==> src/rtl/rra_pkg.sv <==
// rtl/rra_pkg.sv - shared types and ring/priority helpers for rr_ring_arbiter
// Helpers work on a fixed maximum width; callers pass the live width n.
package rra_pkg;

  localparam int RRA_MAX_N = 32;
  localparam int RRA_IDX_W = $clog2(RRA_MAX_N);

  typedef logic [RRA_MAX_N-1:0] rra_vec_t;
  typedef logic [RRA_IDX_W-1:0] rra_idx_t;

  typedef enum logic {IDLE, GRANT} rra_state_t;

  function automatic rra_vec_t rot_right(input rra_vec_t onehot, input int n);
    rra_vec_t res;
    res = onehot >> 1;
    if (onehot[0]) res[rra_idx_t'(n - 1)] = 1'b1;
    return res;
  endfunction

  // Descending search starting at the pointer bit, wrapping from 0 to n-1.
  function automatic rra_vec_t pick_winner(input rra_vec_t req, input rra_vec_t ptr, input int n);
    rra_vec_t res;
    int       k;
    int       idx;
    logic     found;
    res   = '0;
    k     = 0;
    found = 1'b0;
    for (int i = 0; i < RRA_MAX_N; i++) begin
      if (i < n && ptr[rra_idx_t'(i)]) k = i;
    end
    for (int j = 0; j < RRA_MAX_N; j++) begin
      if (j < n) begin
        idx = k - j;
        if (idx < 0) idx = idx + n;
        if (!found && req[rra_idx_t'(idx)]) begin
          res[rra_idx_t'(idx)] = 1'b1;
          found = 1'b1;
        end
      end
    end
    return res;
  endfunction

endpackage

==> src/rtl/rra_ring_ptr.sv <==
// rtl/rra_ring_ptr.sv - one-hot priority ring register, rotates right past the last owner
// Resets to the MSB; on advance it loads the rotate-right of the owner vector.
module rra_ring_ptr
  import rra_pkg::*;
#(
  parameter int N = 4
) (
  input  logic         c,
  input  logic         r,
  input  logic         advance,
  input  logic [N-1:0] owner,
  output logic [N-1:0] ptr
);

  localparam logic [N-1:0] PTR_RST = {1'b1, {(N-1){1'b0}}};

  always_ff @(posedge c or posedge r) begin
    if (r) begin
      ptr <= PTR_RST;
    end else if (advance) begin
      ptr <= N'(rot_right(RRA_MAX_N'(owner), N));
    end
  end

endmodule

==> src/rtl/rr_ring_arbiter.sv <==
// rtl/rr_ring_arbiter.sv - round-robin ring arbiter with hold-until-release grants
// Optional forced release after MAX_HOLD cycles when RRA_HOLD_TIMEOUT_EN is defined.
module rr_ring_arbiter
  import rra_pkg::*;
#(
  parameter int N        = 4,
  parameter int MAX_HOLD = 8
) (
  input  logic         c,
  input  logic         r,
  input  logic [N-1:0] req,
  input  logic         done,
  output logic [N-1:0] gnt,
  output logic         busy,
  output logic [N-1:0] ptr,
  output logic         timeout
);

  if (N < 2 || N > RRA_MAX_N || MAX_HOLD < 1) begin : g_param_check
    $error("rr_ring_arbiter: unsupported N or MAX_HOLD");
  end

  rra_state_t   state;
  logic [N-1:0] winner;
  logic         rel_normal;
  logic         hold_expire;
  logic         rel;

  rra_ring_ptr #(.N(N)) u_ring_ptr (
    .c       (c),
    .r       (r),
    .advance (rel),
    .owner   (gnt),
    .ptr     (ptr)
  );

`ifdef RRA_HOLD_TIMEOUT_EN
  localparam int HOLD_W = $clog2(MAX_HOLD + 1);
  logic [HOLD_W-1:0] hold_cnt;
  logic              timeout_q;

  assign hold_expire = (state == GRANT) && (hold_cnt == HOLD_W'(MAX_HOLD - 1));
  assign timeout     = timeout_q;
`else
  assign hold_expire = 1'b0;
  assign timeout     = 1'b0;
`endif

  always_comb begin
    winner     = N'(pick_winner(RRA_MAX_N'(req), RRA_MAX_N'(ptr), N));
    rel_normal = (state == GRANT) && (done || ((req & gnt) == '0));
    rel        = rel_normal || hold_expire;
  end

  always_ff @(posedge c or posedge r) begin
    if (r) begin
      state <= IDLE;
      gnt   <= '0;
      busy  <= 1'b0;
`ifdef RRA_HOLD_TIMEOUT_EN
      hold_cnt  <= '0;
      timeout_q <= 1'b0;
`endif
    end else begin
`ifdef RRA_HOLD_TIMEOUT_EN
      timeout_q <= 1'b0;
`endif
      case (state)
        IDLE: begin
          if (req != '0) begin
            state <= GRANT;
            gnt   <= winner;
            busy  <= 1'b1;
`ifdef RRA_HOLD_TIMEOUT_EN
            hold_cnt <= '0;
`endif
          end
        end
        GRANT: begin
          if (rel) begin
            state <= IDLE;
            gnt   <= '0;
            busy  <= 1'b0;
`ifdef RRA_HOLD_TIMEOUT_EN
            // A normal release in the same cycle takes precedence over the forced one.
            timeout_q <= !rel_normal;
`endif
          end else begin
`ifdef RRA_HOLD_TIMEOUT_EN
            hold_cnt <= hold_cnt + HOLD_W'(1);
`endif
          end
        end
        default: begin
          state <= IDLE;
          gnt   <= '0;
          busy  <= 1'b0;
        end
      endcase
    end
  end

endmodule

==> config.mk <==
export PLATFORM = sky130hd
export DESIGN_NAME = rr_ring_arbiter
export DESIGN_NICKNAME = d
export VERILOG_FILES = /design/src/rtl/rra_pkg.sv /design/src/rtl/rra_ring_ptr.sv /design/src/rtl/rr_ring_arbiter.sv
export SDC_FILE = /design/constraint.sdc
export NUM_CORES = 1
export LEC_CHECK = 0
export ABC_AREA = 1
export CAP_MARGIN = 5
export CORE_ASPECT_RATIO = 0.8
export CORE_MARGIN = 4
export CORE_UTILIZATION = 50
export CTS_CLUSTER_DIAMETER = 50
export DETAILED_ROUTE_END_ITERATION = 7
export PLACE_DENSITY = 0.77
export SETUP_SLACK_MARGIN = 0.1
export SKIP_CTS_REPAIR_TIMING = 1
export SLEW_MARGIN = 5
export SYNTH_ARGS = -nofsm -noshare
export SYNTH_HDL_FRONTEND = slang
export SYNTH_SLANG_ARGS = --single-unit
==> constraint.sdc <==
create_clock -name c -period 2.68 [get_ports c]
set_input_delay 0.268 -clock c [delete_from_list [all_inputs] [get_ports c]]
set_output_delay 0.268 -clock c [all_outputs]
set_load 0.005 [all_outputs]
==> results_dict.tcl, run 1 <==
set metrics [dict create \
    floorplan.initialDensity 0.555 \
    drive_above_1_share 0.205 \
    synth-seq-cells 10 \
    final_max_slew_viol_count 0 \
    drtAntennaViolNets 0 \
    avgSynthCellArea_sq_um 7.40 \
    internal_power_w 0.000742 \
    viasPerCell 5.25 \
    die_h_microns 46.9 \
    rrSetupSlack_ns 0.66 \
    cts_made_buffers 3 \
    max_stage_delay_ns 0.42 \
    grt_setup_unrepaired "false" \
    rows 13 \
    io_buffer_count 15 \
    cp_max_fo 8 \
    p_comb_frac 0.747 \
    coreArea_sq_um 1710 \
    ys_seq_area_frac 0.266 \
    dr_wl_met2_microns 952 \
    drc_errors 0 \
    route.met3.wl_microns 153 \
    ios 17 \
    gr-total-overflow 0 \
    dieArea_sq_um 2660 \
    hold_class "primary input to async pin" \
    p_leak_nw 0.597 \
    critPathArrivalTime_ns 2.23 \
    antenna_cells 0 \
    path_class "flop to flop" \
    critPathCapture "gnt[1]" \
    setup_violations 0 \
    worst_r2r_endpoint "gnt[1]" \
    synth_cells 128 \
    area_growth_pct 21.8 \
    synth_warnings 0 \
    min_period_over_period 0.753 \
    crit_start "u_ring_ptr.ptr[2]" \
    p_sw_frac 0.539 \
    grt.total_usage 0.184 \
    num-nets-final 162 \
    dieWidth_microns 56.7 \
    cts_tree "built" \
    wire_per_inst_microns 13.0 \
    finClkSkew_ns 0.00253 \
    synthesis.area_sq_um 947 \
    required_ns 2.89 \
    grt_max_degree 12 \
    place.gp.congestion 0.917 \
    irDropWorstVdd_v 0.000755 \
    hold_ws_ns 0.279 \
    antenna_found_initial 0 \
    status "complete, no violations" \
    fmax_ghz 0.496 \
    crit_chain "nor2_2, inv_2, ha_1, inv_1, nand3_2, nand2_4, nand3_1, nand2_1, inv_2, nand3_1, nand2_1, nand2_1" \
    drt_iter0_drc 31 \
    crit_path_start_kind "flop" \
    synthesis.nets 143 \
    wl_met1_microns 1060 \
    ys_types 24 \
    clk_pin_slew_ns 0.07 \
    cp-end-kind "flop" \
    top_layer_used "met4" \
    grt_pass1_vias 796 \
    switchingPower_w 0.000868 \
    p_per_area_nw_per_um2 1400 \
    h-tree-depth 1 \
    clock_path_buffers 2 \
    r2r_cells 12 \
    clkSinkCount 10 \
    hold_viol 0 \
    power_frac_clock 0.087 \
    cap_violations 0 \
    dp_hpwl_microns 1760 \
    r2r_start "u_ring_ptr.ptr[2]" \
    crit_slowest_cell "dfrtp_1" \
    clk_latency_ns 0.27 \
    fin_tns_setup_ns 0 \
    routed_wl_microns 2180 \
    path_common_cell "nand2_1" \
    grt_pass1_wl_microns 3650 \
    dr.pass1.iters 4 \
    seq_power_share 0.166 \
    clockRootBuffer "clkbuf_4" \
    layout_min_cycle_time_ns 2.02 \
    vias 882 \
]
worst max-delay path, delay by kind of cell, from the launching register on:
| kind | cells | cell delay (ns) |
|---|---|---|
| AND/OR/NAND/NOR | 8 | 0.89 |
| adder cells (fa/ha/maj) | 1 | 0.35 |
| buffers and inverters | 3 | 0.29 |
| flip-flops | 1 | 0.42 |
final cells by class:
cell class / count / area (sq um)
Clock buffer: 4 / 36.3
Tap cell: 22 / 27.5
Sequential cell: 10 / 251
Multi-Input combinational cell: 97 / 611
Inverter: 20 / 77.6
Fill cell: 148 / 554
Timing Repair Buffer: 15 / 150
cell families after synthesis:
group	Yosys count	synth area share
AND/OR/NAND/NOR	79	0.482
buffers and inverters	21	0.0898
flip-flops	10	0.266
AO/OA/AOI/OAI	9	0.0528
adder cells (fa/ha/maj)	8	0.106
other	1	0.00396
layer usage:
layer  global-route usage  up-vias
li1                     -      449
met1                0.258      391
met2                0.276       40
met3               0.0467        2
met4               0.0664        0
met5                    0        -
layout by cell type (no fill, tap or decap), drive strengths merged:
master          n
conb            1
o22ai           2
clkdlybuf4s50  15
a21oi           1
nand3          30
ha              8
nor2            4
o21bai          1
o21ai           5
dfstp           1
dfrtp           9
clkbuf          4
inv            20
nor4            1
nand2          44
flip-flops by register name (all words and copies together) (netlist names):
name / flops
u_ring_ptr.ptr: 4
state: 1
busy: 1
gnt: 4
Yosys cell counts (all sizes together):
cell    number  area share
nand2       44        0.24
nand3       30        0.20
inv         20       0.082
dfrtp        9        0.24
ha           8        0.11
o21ai        5       0.026
nor2         4       0.044
o22ai        2       0.013
a21oi        1      0.0053
buf          1      0.0079
conb         1      0.0040
dfstp        1       0.028
nor4         1      0.0066
o21bai       1      0.0079
how the worst min path moves through the flow:
stage          start     end
3_5_place_dp    busy    busy
6_report           r  gnt[1]
3_3_place_gp    busy    busy
5_1_grt            r  gnt[3]
2_1_floorplan      r    busy
4_1_cts            r  gnt[3]
metrics by stage:
stage	setup slack, ns	area (sq um)	cells	util	power, W
detailed placement	0.686	1120	164	0.654	0.00147
global route	0.473	1150	168	0.675	0.00176
finish	0.663	1150	168	0.675	0.00161
global placement	0.771	1120	164	0.654	0.00145
CTS	0.675	1150	168	0.675	0.00161
floorplan	0.882	947	128	-	0.00117
power groups by stage:
stage,Clock (W),Combinational (W),Sequential [W]
after detailed placement,0,0.00119,0.000271
final,0.000139,0.00120,0.000268
after global routing,0.000149,0.00133,0.000277
after global placement,0,0.00118,0.000268
after CTS,0.000142,0.00120,0.000268
after floorplan,0,0.000906,0.000269
Power figures use the tool's default switching activity.
==> run 2: changes to the inputs <==
--- a/config.mk
+++ b/config.mk
@@ -9,10 +9,10 @@
 export CAP_MARGIN = 5
 export CORE_ASPECT_RATIO = 0.8
 export CORE_MARGIN = 4
-export CORE_UTILIZATION = 50
+export CORE_UTILIZATION = 46
 export CTS_CLUSTER_DIAMETER = 50
 export DETAILED_ROUTE_END_ITERATION = 7
-export PLACE_DENSITY = 0.77
+export PLACE_DENSITY = 0.74
 export SETUP_SLACK_MARGIN = 0.1
 export SKIP_CTS_REPAIR_TIMING = 1
 export SLEW_MARGIN = 5
==> constraint.sdc (replaced) <==
create_clock -name c -period 1.7 [get_ports c]
set_input_delay 0.17 -clock c [delete_from_list [all_inputs] [get_ports c]]
set_output_delay 0.17 -clock c [all_outputs]
set_load 0.005 [all_outputs]
==> run 2 against run 1 <==
- critical path depth fell by 1
- clock power increased by 53%
- count of clock-buffer cells in the layout is the same
- first-iteration DRC count fell by 6.5%
- combinational power increased by 78%
- register-to-register slack got worse by 0.62 ns
- fmax is 22% higher
- core utilization fell by 3.1 points
- largest cell class unchanged
==> results_dict.tcl, run 2 (same netlist as run 1, synthesis figures left out) <==
set metrics [dict create \
    status "complete, no violations" \
    p_per_area_nw_per_um2 2250 \
    worst_slack_ns 0.0400 \
    crit_path_start_kind "flop" \
    path_class "flop to flop" \
    layout_commonest_cell "nand2_1" \
    required_ns 1.86 \
    dieWidth_microns 58.7 \
    dr.pass1.iters 4 \
    fmax_ghz 0.602 \
    drtAntennaViolNets 0 \
    hold_viol 0 \
    gr-total-overflow 0 \
    drive_above_1_share 0.252 \
    clkSinkCount 10 \
    reg.largest.list "gnt: 4 flops, u_ring_ptr.ptr: 4 flops" \
    r2r_start "u_ring_ptr.ptr[3]" \
    grt_max_degree 11 \
    grt_setup_unrepaired "true" \
    grt.total_usage 0.161 \
    p_comb_frac 0.769 \
    coreArea_sq_um 1910 \
    power_frac_clock 0.077 \
    place_inst 171 \
    clockRootBuffer "clkbuf_4" \
    num-fill-cells 153 \
    seq_power_share 0.154 \
    dp_hpwl_microns 1790 \
    final_max_slew_viol_count 0 \
    finClkSkew_ns 0.00521 \
    io_buffer_count 15 \
    cp-end-kind "flop" \
    min_period_over_period 0.976 \
    dieArea_sq_um 2850 \
    grtUsageMet3 0.0479 \
    place_ws_ns 0.0308 \
    area_growth_pct 29.9 \
    cp_max_fo 8 \
    clk_pin_slew_ns 0.07 \
    met2_usage 0.259 \
    final_cell_mix "36 x nand2_1, 23 x nand3_1, 14 x clkdlybuf4s50_1" \
    grt_use_met1 0.215 \
    vias 909 \
    routed_wl_microns 2160 \
    hold_class "primary input to async pin" \
    grt_pass1_vias 848 \
    grt_pass1_wl_microns 3610 \
    h-tree-depth 1 \
    drt_iter0_drc 29 \
    rows 14 \
    cts_tree "built" \
    crit_start "u_ring_ptr.ptr[3]" \
    antenna_found_initial 0 \
    setup_violations 0 \
    cts_made_buffers 3 \
    ios 17 \
    clock_path_buffers 2 \
    die_h_microns 48.6 \
    floorplan.initialDensity 0.496 \
    switchingPower_w 0.00143 \
    critPathArrivalTime_ns 1.82 \
    wire_per_inst_microns 12.3 \
    layout_min_cycle_time_ns 1.66 \
    top_usage_layer "met2" \
    drc_errors 0 \
    num-nets-final 167 \
    clk_latency_ns 0.27 \
    stdcell_count 175 \
    place.gp.congestion 0.898 \
    viasPerCell 5.19 \
    antenna_cells 0 \
    fin_util 0.644 \
    cap_violations 0 \
    irDropWorstVdd_v 0.00123 \
    internal_power_w 0.00134 \
    p_sw_frac 0.518 \
    p_leak_nw 0.638 \
]
[run 2: path summary, 6_finish.rpt]
path,end,slack [ns],cells past startpoint
worst max-delay path,gnt[0],0.04,11
worst min-delay path,state,0.19,2
worst max register to register,gnt[0],0.04,11
worst min register to register,busy,0.47,2
max in group asynchronous,u_ring_ptr.ptr[3],1.20,2
min in group c,busy,0.47,2
[run 2: worst max-delay path: stages, from the launching register on]
cell	delay, ns
dfstp_2	0.60
inv_4	0.09
nand2_8	0.08
ha_4	0.21
inv_2	0.06
nand3_2	0.08
nand2_4	0.12
nor2_8	0.05
nand3_1	0.07
nand3_1	0.10
nand2_1	0.06
nand2_1	0.05
[run 2: per-stage QoR]
step           hold slack, ns  TNS [ns]  power, W  instance area, sq um
2_1_floorplan         0.00946         0   0.00192                   967
3_3_place_gp            0.457         0   0.00250                  1190
3_5_place_dp            0.464         0   0.00255                  1190
4_1_cts                 0.186         0   0.00277                  1230
5_1_grt                 0.203    -0.153   0.00303                  1230
6_report                0.187         0   0.00277                  1230
[run 2: cell type report]
type / instances / area [sq um] / share of cell area
well taps: 24 / 30.0 / 0.0244
multi-input cells: 97 / 628 / 0.511
repair buffers: 20 / 203 / 0.165
flip-flops and latches: 10 / 253 / 0.205
clock buffers: 4 / 36.3 / 0.0295
inverters: 20 / 80.1 / 0.0651
[run 2: per-layer routing]
layer | vias up | part of all wire
met5 | - | 0
met4 | 0 | 0.0056
met3 | 2 | 0.062
met2 | 30 | 0.49
met1 | 418 | 0.44
li1 | 459 | -
[run 2: power groups by stage]
stage               Clock, W  Combinational (W)  Sequential (W)
detailed placement         0            0.00212        0.000431
CTS                 0.000219            0.00213        0.000426
floorplan                  0            0.00149        0.000430
finish              0.000213            0.00213        0.000427
global placement           0            0.00207        0.000428
global route        0.000235            0.00235        0.000442
==> run 3: changes to the inputs <==
--- a/config.mk
+++ b/config.mk
@@ -7,15 +7,16 @@
 export LEC_CHECK = 0
 export ABC_AREA = 1
 export CAP_MARGIN = 5
-export CORE_ASPECT_RATIO = 0.8
 export CORE_MARGIN = 4
 export CORE_UTILIZATION = 46
 export CTS_CLUSTER_DIAMETER = 50
 export DETAILED_ROUTE_END_ITERATION = 7
-export PLACE_DENSITY = 0.74
+export PLACE_DENSITY = 0.75
 export SETUP_SLACK_MARGIN = 0.1
 export SKIP_CTS_REPAIR_TIMING = 1
+export SKIP_LAST_GASP = 1
 export SLEW_MARGIN = 5
 export SYNTH_ARGS = -nofsm -noshare
 export SYNTH_HDL_FRONTEND = slang
+export SYNTH_HIERARCHICAL = 1
 export SYNTH_SLANG_ARGS = --single-unit
==> run 3 against run 2 <==
- the flow now finishes with violations (setup timing)
- critical endpoint is now gnt[2]
- area after synthesis fell by 3.7%
- critical path type unchanged
- flip-flop and latch count did not move
- combinational power rose by 16%
- synthesized cell count rose by 3.1%
- power rose by 11%
- hold slack got worse by 0.083 ns
- fmax fell by 2.9%
==> results_dict.tcl, run 3 <==
set metrics [dict create \
    layout_commonest_cell "nand2_1" \
    grt_max_degree 9 \
    die_h_microns 52.5 \
    clk_latency_ns 0.27 \
    ys_types 19 \
    cp_max_fo 8 \
    fmax_ghz 0.585 \
    antenna_cells 0 \
    final_max_slew_viol_count 0 \
    synth_edf_count 0 \
    yosysMostFrequentCell "nand2_1" \
    avgSynthCellArea_sq_um 6.91 \
    layout_min_cycle_time_ns 1.71 \
    finish.instance_area_sq_um 1330 \
    clockRootBuffer "clkbuf_4" \
    synth-seq-cells 10 \
    irDropWorstVdd_v 0.00180 \
    dr.pass1.iters 4 \
    floorplan.initialDensity 0.506 \
    crit_start "u_ring_ptr/ptr[3]" \
    cts_made_buffers 3 \
    synthFlopType "dfrtp_1" \
    final_cell_mix "46 x nand2_1, 16 x nand3_1, 15 x clkdlybuf4s50_1" \
    dpl-instance-area_sq_um 1220 \
    antenna_found_initial 0 \
    dieArea_sq_um 2760 \
    io_buffer_count 15 \
    place.gp.congestion 0.895 \
    reg.largest.list "gnt: 4 flops, u_ring_ptr/ptr: 4 flops" \
    synth_cells 132 \
    clk_pin_slew_ns 0.06 \
    p_per_area_nw_per_um2 2320 \
    grt_pass1_vias 860 \
    num-fill-cells 159 \
    path_class "flop to flop" \
    rows 15 \
    viasPerCell 4.97 \
    required_ns 1.87 \
    p_leak_nw 0.688 \
    setup_violations 3 \
    hold_viol 0 \
    clkSinkCount 10 \
    synth_common_cells "48 x nand2_1, 25 x nand3_1, 14 x inv_1" \
    gr-total-overflow 0 \
    drive_above_1_share 0.302 \
    async_flop_share 1.00 \
    ios 17 \
    drt_iter0_drc 20 \
    clock_path_buffers 2 \
    critPathArrivalTime_ns 1.87 \
    yosysTopAreaCell "dfrtp_1" \
    synth_area_leaders "dfrtp_1 25%, nand2_1 20%, nand3_1 14%" \
    crit_path_start_kind "flop" \
    cap_violations 0 \
    drc_errors 0 \
    grt_setup_unrepaired "true" \
    grt.total_usage 0.191 \
    max_stage_delay_ns 0.60 \
    cts_tree "built" \
    worst_slack_ns -0.00870 \
    num-nets-final 178 \
    synthesis.nets 147 \
    cp-end-kind "flop" \
    ys_seq_area_frac 0.276 \
    violations "setup timing" \
    crit_slowest_cell "dfstp_2" \
    wire_per_inst_microns 13.1 \
    grt_pass1_wl_microns 3760 \
    yosysTopAreaCellShare 0.247 \
    r2r_start "u_ring_ptr/ptr[3]" \
    area_growth_pct 46.0 \
    crit_chain "inv_4, nand2_8, ha_4, inv_2, nand3_2, nand2_4, nor2_8, nand3_1, nand3_2, nand2_1, nand2_1" \
    finClkSkew_ns 0.000690 \
    h-tree-depth 1 \
    min_period_over_period 1.01 \
    vias 929 \
    coreArea_sq_um 1800 \
    status "complete, but fails checks" \
    total_power_w 0.00309 \
    routed_wl_microns 2440 \
    drtAntennaViolNets 0 \
    synth_warnings 6 \
    dp_hpwl_microns 1910 \
    dieWidth_microns 52.5 \
    synthesis.area_sq_um 912 \
    hold_class "primary input to async pin" \
]
run 3: per-layer routing:
| layer | global-route usage | part of all wire |
|---|---|---|
| met4 | 0.102 | 0.018 |
| met5 | 0 | 0 |
| met3 | 0.0427 | 0.031 |
| met1 | 0.252 | 0.49 |
| met2 | 0.285 | 0.46 |
run 3: logic make-up (layout without fill, tap and decap cells):
family	count (synthesis)	after routing	share of synthesized area
other	1	1	0.00411
AND/OR/NAND/NOR	92	92	0.512
buffers and inverters	19	49	0.0823
AO/OA/AOI/OAI	2	2	0.0165
flip-flops	10	10	0.276
adder cells (fa/ha/maj)	8	8	0.110
run 3: final cells by class:
cell class / count / area (sq um) / share of cell area
Clock buffer: 4 / 26.3 / 0.0197
Inverter: 18 / 72.6 / 0.0545
Multi-Input combinational cell: 103 / 679 / 0.510
Sequential cell: 10 / 253 / 0.190
Timing Repair Buffer: 27 / 269 / 0.202
Tap cell: 25 / 31.3 / 0.0235
run 3: final timing paths:
kind	slack [ns]	cells past startpoint	endpoint
worst max-delay path	-0.009	11	gnt[2]
worst min-delay path	0.10	2	u_ring_ptr/ptr[1]
worst max register to register	-0.009	11	gnt[2]
worst min register to register	0.48	2	u_ring_ptr/ptr[0]
max in group asynchronous	1.37	2	u_ring_ptr/ptr[3]
min in group c	0.48	2	u_ring_ptr/ptr[0]
run 3: through the flow:
step           setup TNS [ns]  hold WS, ns  worst slack [ns]  std cells  utilization
2_1_floorplan               0      -0.0646            0.0508        132            -
3_3_place_gp         -0.00855        0.391          -0.00616        178        0.680
3_5_place_dp           -0.117        0.397           -0.0471        178        0.680
4_1_cts                -0.136        0.106           -0.0516        182        0.694
5_1_grt                -0.317        0.138           -0.0826        187        0.739
6_report              -0.0198        0.104          -0.00870        187        0.739
run 3: power breakdown:
| part | total (W) | leakage (nW) | internal, W | switching [W] |
|---|---|---|---|---|
| sequential | 0.000439 | 0.126 | 0.000342 | 0.0000976 |
| clock | 0.000176 | 0.0150 | 0.0000911 | 0.0000853 |
| combinational | 0.00247 | 0.547 | 0.00107 | 0.00140 |
| total | 0.00309 | 0.688 | 0.00150 | 0.00158 |
run 3: worst max-delay path, delay by kind of cell, from the launching register on:
family | cells | cell delay [ns]
AND/OR/NAND/NOR | 8 | 0.66
flip-flops | 1 | 0.60
adder cells (fa/ha/maj) | 1 | 0.21
buffers and inverters | 2 | 0.13
